$ cat src/rtl/mips_16_imem_loader.sv
// -----------------------------------------------------------------------------
// mips_16_imem_loader
//
// Writer side of the mips_16 instruction memory. A host streams a program
// image as bytes over a valid/ready link; the loader assembles 16-bit
// instruction words and writes them into the instruction memory that
// IF_stage fetches from. The core is held in reset (core_hold=1) until a
// complete image whose XOR checksum matches has been loaded.
//
// Stream format (little-endian):
//   len_lo, len_hi, {word_lo, word_hi} x len, checksum
//   checksum = XOR of all data bytes (length bytes excluded).
//
// Ports:
//   clk          system clock, rising edge
//   rst          synchronous active-high reset
//   load_start   single-cycle request to begin a load (sampled in IDLE/ERR)
//   in_data      stream byte
//   in_valid     in_data valid this cycle
//   in_ready     loader accepts a byte this cycle
//   imem_we      one-cycle write pulse per instruction word
//   imem_addr    write address
//   imem_wdata   write data
//   core_hold    drives the core's reset; 1 holds the core in reset
//   busy         a load is in progress
//   done         one-cycle pulse on successful completion
//   error        sticky load-failure flag (cleared by the next load_start)
//   words_loaded words written during the current or last load
//
// All outputs are registered. in_ready is registered from the next state so
// it is high exactly while the FSM sits in a byte-consuming state.
// -----------------------------------------------------------------------------
module mips_16_imem_loader #(
  parameter int ADDR_WIDTH = 8,
  parameter int DATA_WIDTH = 16
) (
  input  logic                  clk,
  input  logic                  rst,
  input  logic                  load_start,
  input  logic [7:0]            in_data,
  input  logic                  in_valid,
  output logic                  in_ready,
  output logic                  imem_we,
  output logic [ADDR_WIDTH-1:0] imem_addr,
  output logic [DATA_WIDTH-1:0] imem_wdata,
  output logic                  core_hold,
  output logic                  busy,
  output logic                  done,
  output logic                  error,
  output logic [ADDR_WIDTH:0]   words_loaded
);

  // Number of words in the instruction memory, widened so that a length of
  // exactly DEPTH is representable next to the 16-bit length field.
  localparam logic [16:0] DEPTH = 17'(2 ** ADDR_WIDTH);

  typedef enum logic [2:0] {
    IDLE    = 3'd0,
    LEN_LO  = 3'd1,
    LEN_HI  = 3'd2,
    DATA_LO = 3'd3,
    DATA_HI = 3'd4,
    CHK     = 3'd5,
    DONE    = 3'd6,
    ERR     = 3'd7
  } state_t;

  state_t state_q, state_d;

  // Datapath registers (not reset: each is rewritten before it is used).
  logic [7:0]  len_lo_q, len_lo_d;
  logic [15:0] len_q, len_d;
  logic [7:0]  lo_q, lo_d;
  logic [7:0]  csum_q, csum_d;

  // Next values of the registered outputs.
  logic                  in_ready_d;
  logic                  imem_we_d;
  logic [ADDR_WIDTH-1:0] imem_addr_d;
  logic [DATA_WIDTH-1:0] imem_wdata_d;
  logic                  core_hold_d;
  logic                  busy_d;
  logic                  done_d;
  logic                  error_d;
  logic [ADDR_WIDTH:0]   words_loaded_d;

  logic        accept;
  logic        start_ok;
  logic [15:0] len_rx;
  logic        len_bad;
  logic        last_word;
  logic        csum_ok;

  // A length of zero or one larger than the memory can never be loaded.
  function automatic logic len_invalid(input logic [15:0] len);
    return (len == 16'd0) || ({1'b0, len} > DEPTH);
  endfunction

  // A state is byte-consuming when it expects the next stream byte.
  function automatic logic consumes_byte(input state_t s);
    return (s == LEN_LO) || (s == LEN_HI) || (s == DATA_LO) ||
           (s == DATA_HI) || (s == CHK);
  endfunction

  assign accept    = in_valid && in_ready;
  // Only IDLE and ERR listen to load_start; everywhere else it is ignored.
  assign start_ok  = load_start && ((state_q == IDLE) || (state_q == ERR));
  assign len_rx    = {in_data, len_lo_q};
  assign len_bad   = len_invalid(len_rx);
  // words_loaded equals the index of the word being completed.
  assign last_word = ((16'(words_loaded) + 16'd1) == len_q);
  assign csum_ok   = (in_data == csum_q);

  // ---- State register ----
  always_ff @(posedge clk) begin
    if (rst) begin
      state_q <= IDLE;
    end else begin
      state_q <= state_d;
    end
  end

  // ---- Next-state logic ----
  always_comb begin
    state_d = state_q;
    case (state_q)
      IDLE:    if (start_ok) state_d = LEN_LO;
      LEN_LO:  if (accept)   state_d = LEN_HI;
      LEN_HI:  if (accept)   state_d = len_bad ? ERR : DATA_LO;
      DATA_LO: if (accept)   state_d = DATA_HI;
      DATA_HI: if (accept)   state_d = last_word ? CHK : DATA_LO;
      CHK:     if (accept)   state_d = csum_ok ? DONE : ERR;
      DONE:                  state_d = IDLE;
      ERR:     if (start_ok) state_d = LEN_LO;
      default:               state_d = IDLE;
    endcase
  end

  // ---- Output / datapath next-value logic ----
  always_comb begin
    len_lo_d       = len_lo_q;
    len_d          = len_q;
    lo_d           = lo_q;
    csum_d         = csum_q;
    in_ready_d     = consumes_byte(state_d);
    imem_we_d      = 1'b0;
    imem_addr_d    = imem_addr;
    imem_wdata_d   = imem_wdata;
    core_hold_d    = core_hold;
    busy_d         = busy;
    done_d         = 1'b0;
    error_d        = error;
    words_loaded_d = words_loaded;

    case (state_q)
      IDLE, ERR: begin
        if (start_ok) begin
          busy_d         = 1'b1;
          core_hold_d    = 1'b1;
          error_d        = 1'b0;
          words_loaded_d = '0;
          csum_d         = 8'd0;
        end
      end
      LEN_LO: begin
        if (accept) len_lo_d = in_data;
      end
      LEN_HI: begin
        if (accept) begin
          len_d = len_rx;
          if (len_bad) begin
            error_d = 1'b1;
            busy_d  = 1'b0;
          end
        end
      end
      DATA_LO: begin
        if (accept) begin
          lo_d   = in_data;
          csum_d = csum_q ^ in_data;
        end
      end
      DATA_HI: begin
        // The write is issued from the register stage, so it lands in the
        // cycle after the high byte is accepted and never waits on CHK.
        if (accept) begin
          csum_d         = csum_q ^ in_data;
          imem_we_d      = 1'b1;
          imem_addr_d    = words_loaded[ADDR_WIDTH-1:0];
          imem_wdata_d   = {in_data, lo_q};
          words_loaded_d = words_loaded + 1'b1;
        end
      end
      CHK: begin
        if (accept) begin
          busy_d = 1'b0;
          if (csum_ok) begin
            done_d      = 1'b1;
            core_hold_d = 1'b0;
          end else begin
            error_d = 1'b1;
          end
        end
      end
      default: begin
      end
    endcase
  end

  // ---- Output registers ----
  always_ff @(posedge clk) begin
    if (rst) begin
      in_ready     <= 1'b0;
      imem_we      <= 1'b0;
      imem_addr    <= '0;
      imem_wdata   <= '0;
      core_hold    <= 1'b1;
      busy         <= 1'b0;
      done         <= 1'b0;
      error        <= 1'b0;
      words_loaded <= '0;
    end else begin
      in_ready     <= in_ready_d;
      imem_we      <= imem_we_d;
      imem_addr    <= imem_addr_d;
      imem_wdata   <= imem_wdata_d;
      core_hold    <= core_hold_d;
      busy         <= busy_d;
      done         <= done_d;
      error        <= error_d;
      words_loaded <= words_loaded_d;
    end
  end

  // ---- Datapath registers ----
  always_ff @(posedge clk) begin
    len_lo_q <= len_lo_d;
    len_q    <= len_d;
    lo_q     <= lo_d;
    csum_q   <= csum_d;
  end

endmodule

$ cat config.mk
export PLATFORM = sky130hd
export DESIGN_NAME = mips_16_imem_loader
export DESIGN_NICKNAME = d
export VERILOG_FILES = /design/src/rtl/mips_16_imem_loader.sv
export SDC_FILE = /design/constraint.sdc
export NUM_CORES = 1
export LEC_CHECK = 0
export ABC_AREA = 0
export CAP_MARGIN = 40
export CORE_MARGIN = 2
export CORE_UTILIZATION = 40
export CTS_BUF_LIST = sky130_fd_sc_hd__clkbuf_8 sky130_fd_sc_hd__clkbuf_16
export CTS_CLUSTER_SIZE = 40
export DETAILED_ROUTE_END_ITERATION = 12
export SYNTH_ARGS = -nofsm -noshare
export SYNTH_HDL_FRONTEND = slang
export SYNTH_SLANG_ARGS = --single-unit
export TNS_END_PERCENT = 100
$ cat constraint.sdc
create_clock -name clk -period 7.71 [get_ports clk]
set_input_delay 0.771 -clock clk [delete_from_list [all_inputs] [get_ports clk]]
set_output_delay 0.771 -clock clk [all_outputs]
set_load 0.01 [all_outputs]
==> flow_metrics.tcl <==
set metrics [dict create \
    fmax_mhz 386 \
    critPathSlowestCell "dfxtp_1" \
    dieArea_um2 9440 \
    reg2reg_slack_ns 5.12 \
    holdWs_ns 0.456 \
    grt_pass1_vias 2519 \
    start_util_pct 41.9 \
    cts-buffers-inserted 9 \
    powerDensity_nw_per_um2 191 \
    io_buffers 50 \
    clockBufferDepth 2 \
    rows 33 \
    worst_pin_slew_ns 0.811 \
    layout_common_cells "nand2_1, clkdlybuf4s50_1, dfxtp_1" \
    drc 0 \
    required_ns 7.97 \
    outcome "completed" \
    hold_path_class "reg2reg" \
    grt_start_max_net_pins 43 \
    start_kind "flip-flop" \
    yosysWarningCount 0 \
    antenna_left 0 \
    hold_end "imem_wdata[3]" \
    clock-root-buffer "clkbuf_8" \
    ir_drop_uv 127 \
    min_period_ns 2.59 \
    fp.coreArea_um2 8300 \
    r2r_end "in_ready" \
    gp_congestion 0.850 \
    syn-num-nets 363 \
    arrival_ns 2.85 \
    finalSetupTns_ns 0 \
    syn2layout_area_growth_pct 22.7 \
    slew-limit-headroom_pct 44.4 \
    syn_area_um2 3470 \
    post_drt_wl_per_cell_um 14.7 \
    ys.flop_type "dfxtp_1" \
    synthCells 350 \
    ys_seq_area_share_pct 58.8 \
    insertion_delay_ns 0.34 \
    critPathMaxStageDelay_ns 0.52 \
    cts_tree "yes" \
    nFillCells 784 \
    finalNetCount 410 \
    finalHoldViolations 0 \
    rsz0062_at_grt "false" \
    dp_hpwl_um 5190 \
    grt-ovfl-total 0 \
    postCtsHoldBufs 0 \
    route.vias.total 2671 \
    worstRegToRegCells 8 \
    initialDrtViolationCount 167 \
    drt_first_pass_iters 4 \
    final_common_cell "nand2_1" \
    antenna_found_initial 0 \
    synth_edf_count 40 \
    path_clk_slew_ns 0.09 \
    crit_type "reg2reg" \
    postCtsSetupRepairBufs 0 \
    critPathMaxFanout 9 \
    whs_path_depth 2 \
    crit_chain "ha_1 -> xor3_1 -> or3_1 -> a21oi_1 -> a211o_1 -> o2111ai_2 -> a21o_1 -> a211oi_2" \
    clock-sinks 82 \
    p_leak_uw 0.00141 \
    h-tree-depth 3 \
    ys_types 45 \
    grtUsageTotal_pct 16.8 \
    ys_async_sr_fraction_pct 0 \
    drv_slew 0 \
    drt-total-wl_um 7470 \
    antenna_cells 0 \
    cap_violations 0 \
    avgSynthCellArea_um2 9.92 \
    ys_ff_latch 82 \
    dieHeight_um 97.2 \
    via_per_inst 5.27 \
    grt_pass1_wl_um 12800 \
    cp-end-kind "flip-flop" \
    die_x_um 97.2 \
    skew_ns 0.00736 \
    rr_startpoint "words_loaded[0]" \
    drive_gt1_share_pct 6.47 \
    hold_path_startpoint "imem_wdata[3]" \
    fin_crit_sh_pct 33.6 \
    finalSetupViolCount 0 \
    cts_resized 0 \
    ios 51 \
]
per-stage QoR:
step / power [µW] / util [%] / setup WS (ns) / cells / cell area (µm²)
6_report: 813 / 51.3 / 5.12 / 507 / 4260
5_1_grt: 847 / 51.3 / 4.94 / 507 / 4260
4_1_cts: 823 / 51.3 / 5.10 / 507 / 4260
3_5_place_dp: 522 / 49.0 / 4.74 / 491 / 4070
3_3_place_gp: 522 / 48.7 / 4.44 / 489 / 4040
2_1_floorplan: 502 / - / 4.69 / 350 / 3470
cell usage after synthesis (all sizes together), types with 2 or more instances:
cell type  number  share of area, %
nor3            7               1.0
edfxtp         40                35
dfxtp          42                24
nand2          67               7.2
xor2            6               1.5
nand3b          3              0.65
nor4            7               1.3
a21o            2              0.43
nor2b           3              0.54
and3            2              0.36
mux2i           3              0.86
nand4           6               1.1
o21ai          14               2.0
inv             3              0.32
xnor2          16               4.0
or2             2              0.36
buf             5               1.0
and2            2              0.36
nand3           6              0.86
a21oi          39               5.6
or3             6               1.1
clkbuf         13               1.4
nor2           39               4.3
sequential cells by signal, indices dropped and copies added, names as in the netlist, 3 cells and up:
name          cells
csum_q            8
imem_wdata       16
len_lo_q          8
lo_q              8
words_loaded      9
state_q           3
len_q            16
imem_addr         8
critical path, delay by kind of cell, from the launching register on:
| kind | cells | cell delay (ns) |
|---|---|---|
| XOR/XNOR | 1 | 0.37 |
| AND/OR/NAND/NOR | 1 | 0.33 |
| flip-flops | 1 | 0.52 |
| AO/OA/AOI/OAI | 5 | 0.87 |
| adder cells (fa/ha/maj) | 1 | 0.43 |
worst max-delay path by stage:
stage                         start          to  slack, ns
floorplan                  in_valid  state_q[2]       4.69
global placement           in_valid  state_q[2]       4.44
detailed placement       in_data[0]   core_hold       4.74
CTS                      in_data[0]   core_hold       5.10
global route               in_valid   csum_q[3]       4.94
finish              words_loaded[0]    in_ready       5.12
area by class of cell:
cell class	instances	area (µm²)	area share, %
Clock buffer	9	124	2.91
Clock inverter	7	70.1	1.64
Inverter	3	11.3	0.264
Multi-Input combinational cell	247	1340	31.5
Sequential cell	82	2040	47.9
Tap cell	105	131	3.08
Timing Repair Buffer	54	542	12.7
routing by layer:
metal	track usage [%]	vias to the layer above	part of all wire (%)	wire length (µm)
met4	4.33	0	1.0	78
met1	21.8	1269	46	3420
li1	-	1313	-	-
met5	0	-	0	0
met2	27.8	78	48	3560
met3	4.53	11	5.4	401
report_power, final:
group / total [µW] / internal, µW / leakage, µW / switching [µW]
Clock: 302 / 149 / 0.0000947 / 153
Sequential: 468 / 462 / 0.000707 / 5.69
Combinational: 43.7 / 17.8 / 0.000605 / 25.9
Total: 813 / 629 / 0.00141 / 184
logic make-up (layout without fill, tap and decap cells):
kind of cell / after synthesis / count (layout) / share of synthesized area, %
compound gates: 65 / 65 / 10.8
xor+xnor: 23 / 23 / 6.23
fa+ha+maj: 1 / 1 / 0.360
flops: 82 / 82 / 58.8
simple gates: 155 / 155 / 20.2
buf+inv: 21 / 73 / 2.77
mux: 3 / 3 / 0.865
Power figures use the tool's default switching activity.
